**src/rtl/dtw_pkg.sv**
```systemverilog
// dtw_pkg
//   Constants and types shared by the DTW core, its reference memory and
//   the reference loader.
//   DTW_WIDTH      : quantised sample width (reference memory data width)
//   DTW_PTR_WID    : reference memory address width
//   ref_ld_state_t : reference loader FSM state
package dtw_pkg;

  localparam int DTW_WIDTH   = 16;
  localparam int DTW_PTR_WID = 15;

  typedef enum logic [1:0] {
    IDLE  = 2'd0,
    LOAD  = 2'd1,
    FLUSH = 2'd2,
    DONE  = 2'd3
  } ref_ld_state_t;

endpackage

```
**src/rtl/dtw_ref_loader.sv**
```systemverilog
// dtw_ref_loader
//   Fills the DTW reference memory from a valid/ready sample stream that is
//   terminated by s_last. Samples land at sequential addresses from 0.
//   Beats arriving once the memory is full are accepted and discarded so the
//   source can drain; that case raises a sticky overflow flag.
//
//   Ports
//     clk, rst_n          clock, asynchronous active-low reset
//     start               begin a new load (honoured only in IDLE)
//     s_data/s_valid/
//     s_last/s_ready      incoming sample stream
//     mem_addrW/mem_wren/
//     mem_datain          reference memory write port (registered)
//     ref_len             samples stored by the last completed load
//     busy                high whenever not IDLE
//     done                one-cycle pulse at the end of a load
//     overflow            sticky: a beat was dropped because memory was full
//
//   state | meaning
//   ------+-------------------------------------------------------------
//   IDLE  | waiting for start; ref_len holds the previous result
//   LOAD  | accepting beats, writing while count < DEPTH
//   FLUSH | last write is on the memory port this cycle
//   DONE  | done pulse, ref_len valid, all samples committed
module dtw_ref_loader
  import dtw_pkg::*;
#(
  parameter int WIDTH   = DTW_WIDTH,
  parameter int PTR_WID = DTW_PTR_WID,
  parameter int DEPTH   = 2**PTR_WID
) (
  input  logic               clk,
  input  logic               rst_n,
  input  logic               start,
  input  logic [WIDTH-1:0]   s_data,
  input  logic               s_valid,
  input  logic               s_last,
  output logic               s_ready,
  output logic [PTR_WID-1:0] mem_addrW,
  output logic               mem_wren,
  output logic [WIDTH-1:0]   mem_datain,
  output logic [PTR_WID:0]   ref_len,
  output logic               busy,
  output logic               done,
  output logic               overflow
);

  localparam logic [PTR_WID:0] DEPTH_CNT = (PTR_WID+1)'(DEPTH);

  ref_ld_state_t        state;
  logic [PTR_WID-1:0]   wr_ptr;
  logic [PTR_WID:0]     count;
  logic                 accept;
  logic                 has_room;

  // s_ready is only ever high in LOAD, so accept implies LOAD.
  assign accept   = s_valid && s_ready;
  assign has_room = (count < DEPTH_CNT);

  always_ff @(posedge clk or negedge rst_n) begin
    if (!rst_n) begin
      state      <= IDLE;
      wr_ptr     <= '0;
      count      <= '0;
      s_ready    <= 1'b0;
      mem_addrW  <= '0;
      mem_wren   <= 1'b0;
      mem_datain <= '0;
      ref_len    <= '0;
      busy       <= 1'b0;
      done       <= 1'b0;
      overflow   <= 1'b0;
    end else begin
      mem_wren <= 1'b0;
      done     <= 1'b0;
      case (state)
        IDLE: begin
          if (start) begin
            state    <= LOAD;
            s_ready  <= 1'b1;
            busy     <= 1'b1;
            wr_ptr   <= '0;
            count    <= '0;
            overflow <= 1'b0;
          end
        end
        LOAD: begin
          if (accept) begin
            if (has_room) begin
              mem_addrW  <= wr_ptr;
              mem_datain <= s_data;
              mem_wren   <= 1'b1;
              wr_ptr     <= wr_ptr + PTR_WID'(1);
              count      <= count + (PTR_WID+1)'(1);
            end else begin
              overflow <= 1'b1;
            end
            if (s_last) begin
              state   <= FLUSH;
              s_ready <= 1'b0;
            end
          end
        end
        FLUSH: begin
          // count is final here; latch it so ref_len is valid alongside done.
          state   <= DONE;
          done    <= 1'b1;
          ref_len <= count;
        end
        DONE: begin
          state <= IDLE;
          busy  <= 1'b0;
        end
        default: begin
          state   <= IDLE;
          s_ready <= 1'b0;
          busy    <= 1'b0;
        end
      endcase
    end
  end

endmodule

```
**config.mk**
```make
export PLATFORM = sky130hd
export DESIGN_NAME = dtw_ref_loader
export DESIGN_NICKNAME = d
export VERILOG_FILES = /design/src/rtl/dtw_pkg.sv /design/src/rtl/dtw_ref_loader.sv
export SDC_FILE = /design/constraint.sdc
export NUM_CORES = 1
export LEC_CHECK = 0
export ABC_AREA = 1
export CORE_MARGIN = 4
export CORE_UTILIZATION = 57
export CTS_CLUSTER_DIAMETER = 200
export DETAILED_ROUTE_END_ITERATION = 12
export DONT_BUFFER_PORTS = 1
export PLACE_DENSITY = 0.75
export SYNTH_ARGS = -nofsm -noshare
export SYNTH_HDL_FRONTEND = slang
export SYNTH_SLANG_ARGS = --single-unit
```
**constraint.sdc**
```tcl
create_clock -name clk -period 1.6 [get_ports clk]
set_clock_uncertainty 0.1 [all_clocks]
set_input_delay 0.08 -clock clk [delete_from_list [all_inputs] [get_ports clk]]
set_output_delay 0.08 -clock clk [all_outputs]
set_load 0.01 [all_outputs]
```
==> results of run 1 <==
synthesized netlist by cell type (all sizes together):
cell type | n | area [um2]
a31oi | 1 | 6.260
a21o | 1 | 7.510
buf | 14 | 96.34
nand2 | 172 | 673.1
nand3 | 26 | 130.1
inv | 33 | 123.9
o31ai | 1 | 7.510
clkbuf | 2 | 8.750
nor2 | 66 | 282.8
a21oi | 26 | 130.1
xnor2 | 1 | 8.760
nand4 | 1 | 6.260
dfrtp | 85 | 2127
ha | 6 | 75.07
o21ai | 13 | 65.06
mux2 | 13 | 146.4
metal layers:
| metal | share of wire (%) | global-route usage [%] | wire (um) | vias to the layer above |
|---|---|---|---|---|
| met5 | 0 | 0 | 0 | - |
| met4 | 1.5 | 8.291 | 120 | 0 |
| met3 | 5.1 | 4.667 | 417 | 11 |
| met2 | 51 | 35.21 | 4182 | 74 |
| met1 | 43 | 24.95 | 3496 | 1440 |
| li1 | - | - | - | 1536 |
power breakdown:
group          internal, mW  switching (mW)  leakage (nW)
Sequential             2.59           0.464          1.14
Clock                 0.554           0.716        0.0829
Combinational          1.32            1.56          1.20
Total                  4.46            2.74          2.42
per-stage QoR:
stage          cells  cell area, um2  util [%]  hold WS (ps)
2_1_floorplan    461            3895         -        -315.6
3_3_place_gp     542            4074     62.72        -313.8
3_5_place_dp     542            4074     62.72        -313.6
4_1_cts          581            4537     69.85        -697.9
5_1_grt          582            4637     71.39        -706.2
6_report         582            4637     71.39        -682.0
registers in the layout (all words and copies together), names as in the netlist:
signal,cells
s_ready,1
overflow,1
done,1
mem_datain,16
mem_addrW,15
mem_wren,1
busy,1
ref_len,16
state,2
count,16
wr_ptr,15
layout make-up:
class	instances	area (um2)
Clock buffer	11	131.4
Clock inverter	5	27.53
Fill cell	470	1858
Inverter	33	131.4
Multi-Input combinational cell	327	1648
Sequential cell	85	2127
Tap cell	77	96.34
Timing Repair Buffer	44	475.5
worst max-delay path: cells and delay by family, from the launching register on:
kind / cells / cell delay, ps
AND/OR/NAND/NOR: 6 / 580
flip-flops: 1 / 430
buffers and inverters: 2 / 250
adder cells (fa/ha/maj): 1 / 190
worst paths after layout:
kind	end	slack (ps)	cells after the start
min	mem_datain[3]	-680	0
min reg2reg	mem_addrW[14]	420	2
min in group clk	busy	40	6
max reg2reg	wr_ptr[14]	-50	9
max in group asynchronous	count[8]	1970	0
max	wr_ptr[14]	-50	9
logic make-up (layout without fill, tap and decap cells):
group | after synthesis | in the layout | synth area share [%]
buffers and inverters | 49 | 93 | 5.878
and+or+nand+nor | 265 | 265 | 28.04
DFF | 85 | 85 | 54.61
xor gates and xnor gates | 1 | 1 | 0.2249
AOI/OAI and AO/OA | 42 | 42 | 5.557
muxes | 13 | 13 | 3.758
adders and majority gates | 6 | 6 | 1.927
repair_timing:
item                       4_1_cts  5_1_grt
setup endpoints to repair       64       49
gates cloned                     1        1
gates resized for setup         19       20
hold endpoints to repair       105       85
pin swaps                        4        4
buffers inserted                 3        0
==> run summary, run 1 <==
Hold WC Path Type - input pin to asynchronous set/reset pin
leak pwr - 2.421 nW
first-pass GRT wire length - 13850 um
Buffers on Ports - 0
clk root buf - clkbuf_8
CP Launch Type - flop
commonest non-fill, non-tap cells in the layout - 161 x nand2_1, 85 x dfrtp_1, 61 x nor2_1, 28 x inv_1, 23 x a21oi_1
post-detailed-route count of antenna-violating nets - 0
die width - 90.67 um
Hold WS - -682.0 ps
Critical Path RT - 1740 ps
syn nets - 488
initial antenna violation count - 0
DIE AREA - 8220 um2
GP Congestion - 0.8622
status - finished with violations
Total Routing Usage GR - 20.53%
Crit Path Max Fanout - 13
total gr overflow - 0
Detailed Route WL - 8217 um
CTS tree - yes
CTS H-tree depth - 3
CTS buffer count - 9
crit path kind - flop to flop
FF-to-FF Start - state[0]
CP Launch Point - state[0]
setup TNS - -661.7 ps
Crit path top cell by count - nand2_4
vias per cell - 5.259
crit path cell chain - inv_2, ha_4, nand2_4, nand2_4, nor2_8, buf_12, nand3_1, nand2_1, nor2_1
Synth cell types - 26
Detailed Routing Iterations Pass 1 - 4
number of cell rows - 29
Max stage delay cell, worst path - dfrtp_1
Period minus WS final - 1651 ps
fin crit share - 103.2%
IO Count - 73
Vias - 3061
WP data arrival - 1790 ps
setup ws final - -50.53 ps
Vert. Die Dim - 90.67 um
max incr delay on CP - 430 ps
largest net degree at the start of global routing - 86
Worst-Margin Slew - 298.5 ps
Yosys Warn Count - 0
DP HPWL - 5087 um
Max Clock Freq - 605.9 MHz
Max-Slew Margin vs Limit - 80.02%
Total Power - 7.199 mW
Syn Inst Count - 461
Max Buffers Root-to-Sink - 2
max cap viols - 0
Max VDD drop - 853.2 uV
Remaining DRCs - 0
RSZ-0062 raised after global routing - yes
share of layout cells above drive strength 1 - 16.83%
Synth Cell Area - 3895 um2
register area share after synthesis - 54.61%
violated checks - negative hold slack, negative setup slack
Initial Utilization - 59.97%
endpoints failing setup - 24
core area - 6495 um2
# nets final - 527
Slew Limit Fails - 0
DR iter-0 viols - 155
Avg Cell Area, Syn - 8.449 um2
vias in the first global route - 3075
pre-CTS setup slack - -187.4 ps
FF+latch count, synth - 85
antenna cells - 0
Final Hold Viols - 85
Clock Pin Slew Worst Setup and Hold Paths - 80 ps
commonest non-fill, non-tap cell in the layout - nand2_1
crit end category - flop
P&R area growth vs syn - 19.05%
TritonCTS Sinks - 85
cts hold-fix bufs - 19
power density cells - 1553 nW/um2
Wirelength per Cell - 14.12 um
worst skew pair latency - 350 ps
Power figures use the tool's default switching activity.
==> run 2, diff against run 1 <==
--- a/config.mk
+++ b/config.mk
@@ -12,6 +12,7 @@
 export DETAILED_ROUTE_END_ITERATION = 12
 export DONT_BUFFER_PORTS = 1
 export PLACE_DENSITY = 0.75
+export SETUP_SLACK_MARGIN = 0.15
 export SYNTH_ARGS = -nofsm -noshare
 export SYNTH_HDL_FRONTEND = slang
 export SYNTH_SLANG_ARGS = --single-unit
==> run summary, run 2 (synthesis results as in run 1) <==
worst skew pair latency - 370 ps (+20 ps)
power density cells - 1627 nW/um2 (+4.8%)
Finished Layout Cells - 598 (+2.7%)
Detailed Routing Iterations Pass 1 - 6 (+2)
Wirelength per Cell - 17.61 um (+25%)
status - finished with violations
first-pass GRT wire length - 13520 um (-2.3%)
Hold WS - -701.6 ps (-19.64 ps)
crit path cell chain - inv_2, ha_4, nand2_1, nand2_4, nor2_8, buf_12, clkbuf_16, a21oi_1, nor2_1
TritonCTS Sinks - 85 (unchanged)
# nets final - 543 (+3.0%)
die width - 90.67 um (unchanged)
P&R area growth vs syn - 37.30%
Initial Utilization - 59.97% (unchanged)
max incr delay on CP - 390 ps (-40 ps)
Largest regs - count x16, mem_datain x16, ref_len x16
Slew Limit Fails - 0 (unchanged)
CP Launch Type - flop
CTS tree - yes
cts hold-fix bufs - 19 (unchanged)
commonest non-fill, non-tap cell in the layout - nand2_1
Total Power - 8.699 mW (+21%)
Period minus WS final - 1768 ps (+117.1 ps)
Max VDD drop - 1207 uV (+41%)
core area - 6495 um2 (unchanged)
clk root buf - clkbuf_8
IO Count - 73 (unchanged)
endpoints failing setup - 56 (+130%)
DIE AREA - 8220 um2 (unchanged)
Clock Pin Slew Worst Setup and Hold Paths - 90 ps (about the same)
commonest non-fill, non-tap cells in the layout - 118 x nand2_1, 84 x dfrtp_1, 55 x nor2_1, 34 x nand2_2, 28 x inv_1
CTS buffer count - 9 (unchanged)
post-route design area - 5348 um2 (+15%)
leak pwr - 2.750 nW (+14%)
vias in the first global route - 2984 (-3.0%)
Hold WC Path Type - input pin to asynchronous set/reset pin
crit end category - flop
Total Routing Usage GR - 20.39% (-0.13 points)
Remaining DRCs - 0 (unchanged)
RSZ-0062 raised after global routing - yes
fin crit share - 110.5% (+7.3 points)
WP data arrival - 1930 ps (+140 ps)
Detailed Route WL - 10530 um (+28%)
initial antenna violation count - 0 (unchanged)
setup ws final - -167.7 ps (-117.1 ps)
DP Area - 4098 um2 (+0.58%)
post-detailed-route count of antenna-violating nets - 0 (unchanged)
DP HPWL - 5032 um (-1.1%)
Vias - 3438 (+12%)
pre-CTS setup slack - -64.76 ps (+122.6 ps)
largest net degree at the start of global routing - 86 (unchanged)
Final Hold Viols - 85 (unchanged)
total gr overflow - 0 (unchanged)
Fillers - 349 (-26%)
crit path kind - flop to flop
antenna cells - 0 (unchanged)
Buffers on Ports - 0 (unchanged)
vias per cell - 5.749 (+9.3%)
Max-Slew Margin vs Limit - 79.78% (-0.24 points)
DR iter-0 viols - 261 (+68%)
CP bufs+invs - 3 (+1)
Crit Path Max Fanout - 7 (-6)
placed insts - 533 (-1.7%)
max cap viols - 0 (unchanged)
Max Buffers Root-to-Sink - 2 (unchanged)
Worst-Margin Slew - 301.1 ps (+2.573 ps)
violated checks - negative hold slack, negative setup slack
Top Family by Delay on Critical Path - buffers and inverters
GP Congestion - 0.8246 (-4.4%)
number of cell rows - 29 (unchanged)
Vert. Die Dim - 90.67 um (unchanged)
share of layout cells above drive strength 1 - 31.86% (+15 points)
CTS H-tree depth - 3 (unchanged)
Critical Path RT - 1760 ps (+20 ps)
Max Clock Freq - 565.7 MHz (-6.6%)
Max stage delay cell, worst path - dfrtp_1
-- run 2: report_power, final --
group | total, mW | switching, mW | internal [mW]
Combinational | 3.87 | 2.00 | 1.87
Sequential | 3.12 | 0.537 | 2.59
Clock | 1.70 | 0.784 | 0.918
-- run 2: per-layer routing --
| layer | routed length, um | up-vias | track usage, % |
|---|---|---|---|
| met5 | 0 | - | 0 |
| met4 | 364 | 0 | 10.33 |
| met3 | 837 | 36 | 6.333 |
| met2 | 5408 | 185 | 33.60 |
| met1 | 3918 | 1665 | 24.00 |
| li1 | - | 1552 | - |
-- run 2: worst reg2reg max path: cells and delay by family, from the launching register on --
kind	cells	cell delay (ps)
simple gates	4	390
buf+inv	3	400
flops	1	390
compound gates	1	170
fa+ha+maj	1	210
-- run 2: cell type report --
class | count | area (um2) | share of cell area, %
flip-flops and latches | 85 | 2128 | 39.80
inverters | 33 | 141.4 | 2.644
well taps | 77 | 96.34 | 1.802
multi-input cells | 327 | 1982 | 37.06
clock buffers | 10 | 137.6 | 2.574
repair buffers | 54 | 700.7 | 13.10
repair inverters | 6 | 75.07 | 1.404
clock inverters | 6 | 86.33 | 1.614
-- run 2: final timing paths --
check	from	to	slack (ps)	cells after the start
hold reg to reg	count[0]	count[0]	440	1
hold / removal	rst_n	mem_wren	-700	0
setup / recovery	state[1]	wr_ptr[12]	-170	9
max in group asynchronous	rst_n	count[13]	1970	0
min in group clk	s_data[12]	mem_datain[12]	260	3
setup reg to reg	state[1]	wr_ptr[12]	-170	9
-- run 2: through the flow --
| stage | utilization, % | TNS [ps] |
|---|---|---|
| detailed placement | 63.09 | -900.7 |
| global placement | 63.09 | 0 |
| global route | 82.33 | -7573 |
| CTS | 71.82 | -102.4 |
| floorplan | - | 0 |
| finish | 82.33 | -3785 |
-- run 2: what timing repair did --
action / in CTS / in global routing
setup endpoints to repair: 78 / 82
pin swaps: 4 / 21
gates cloned: 1 / 11
resized for setup: 16 / 124
buffers inserted: 7 / 11
hold endpoints to repair: 106 / 85
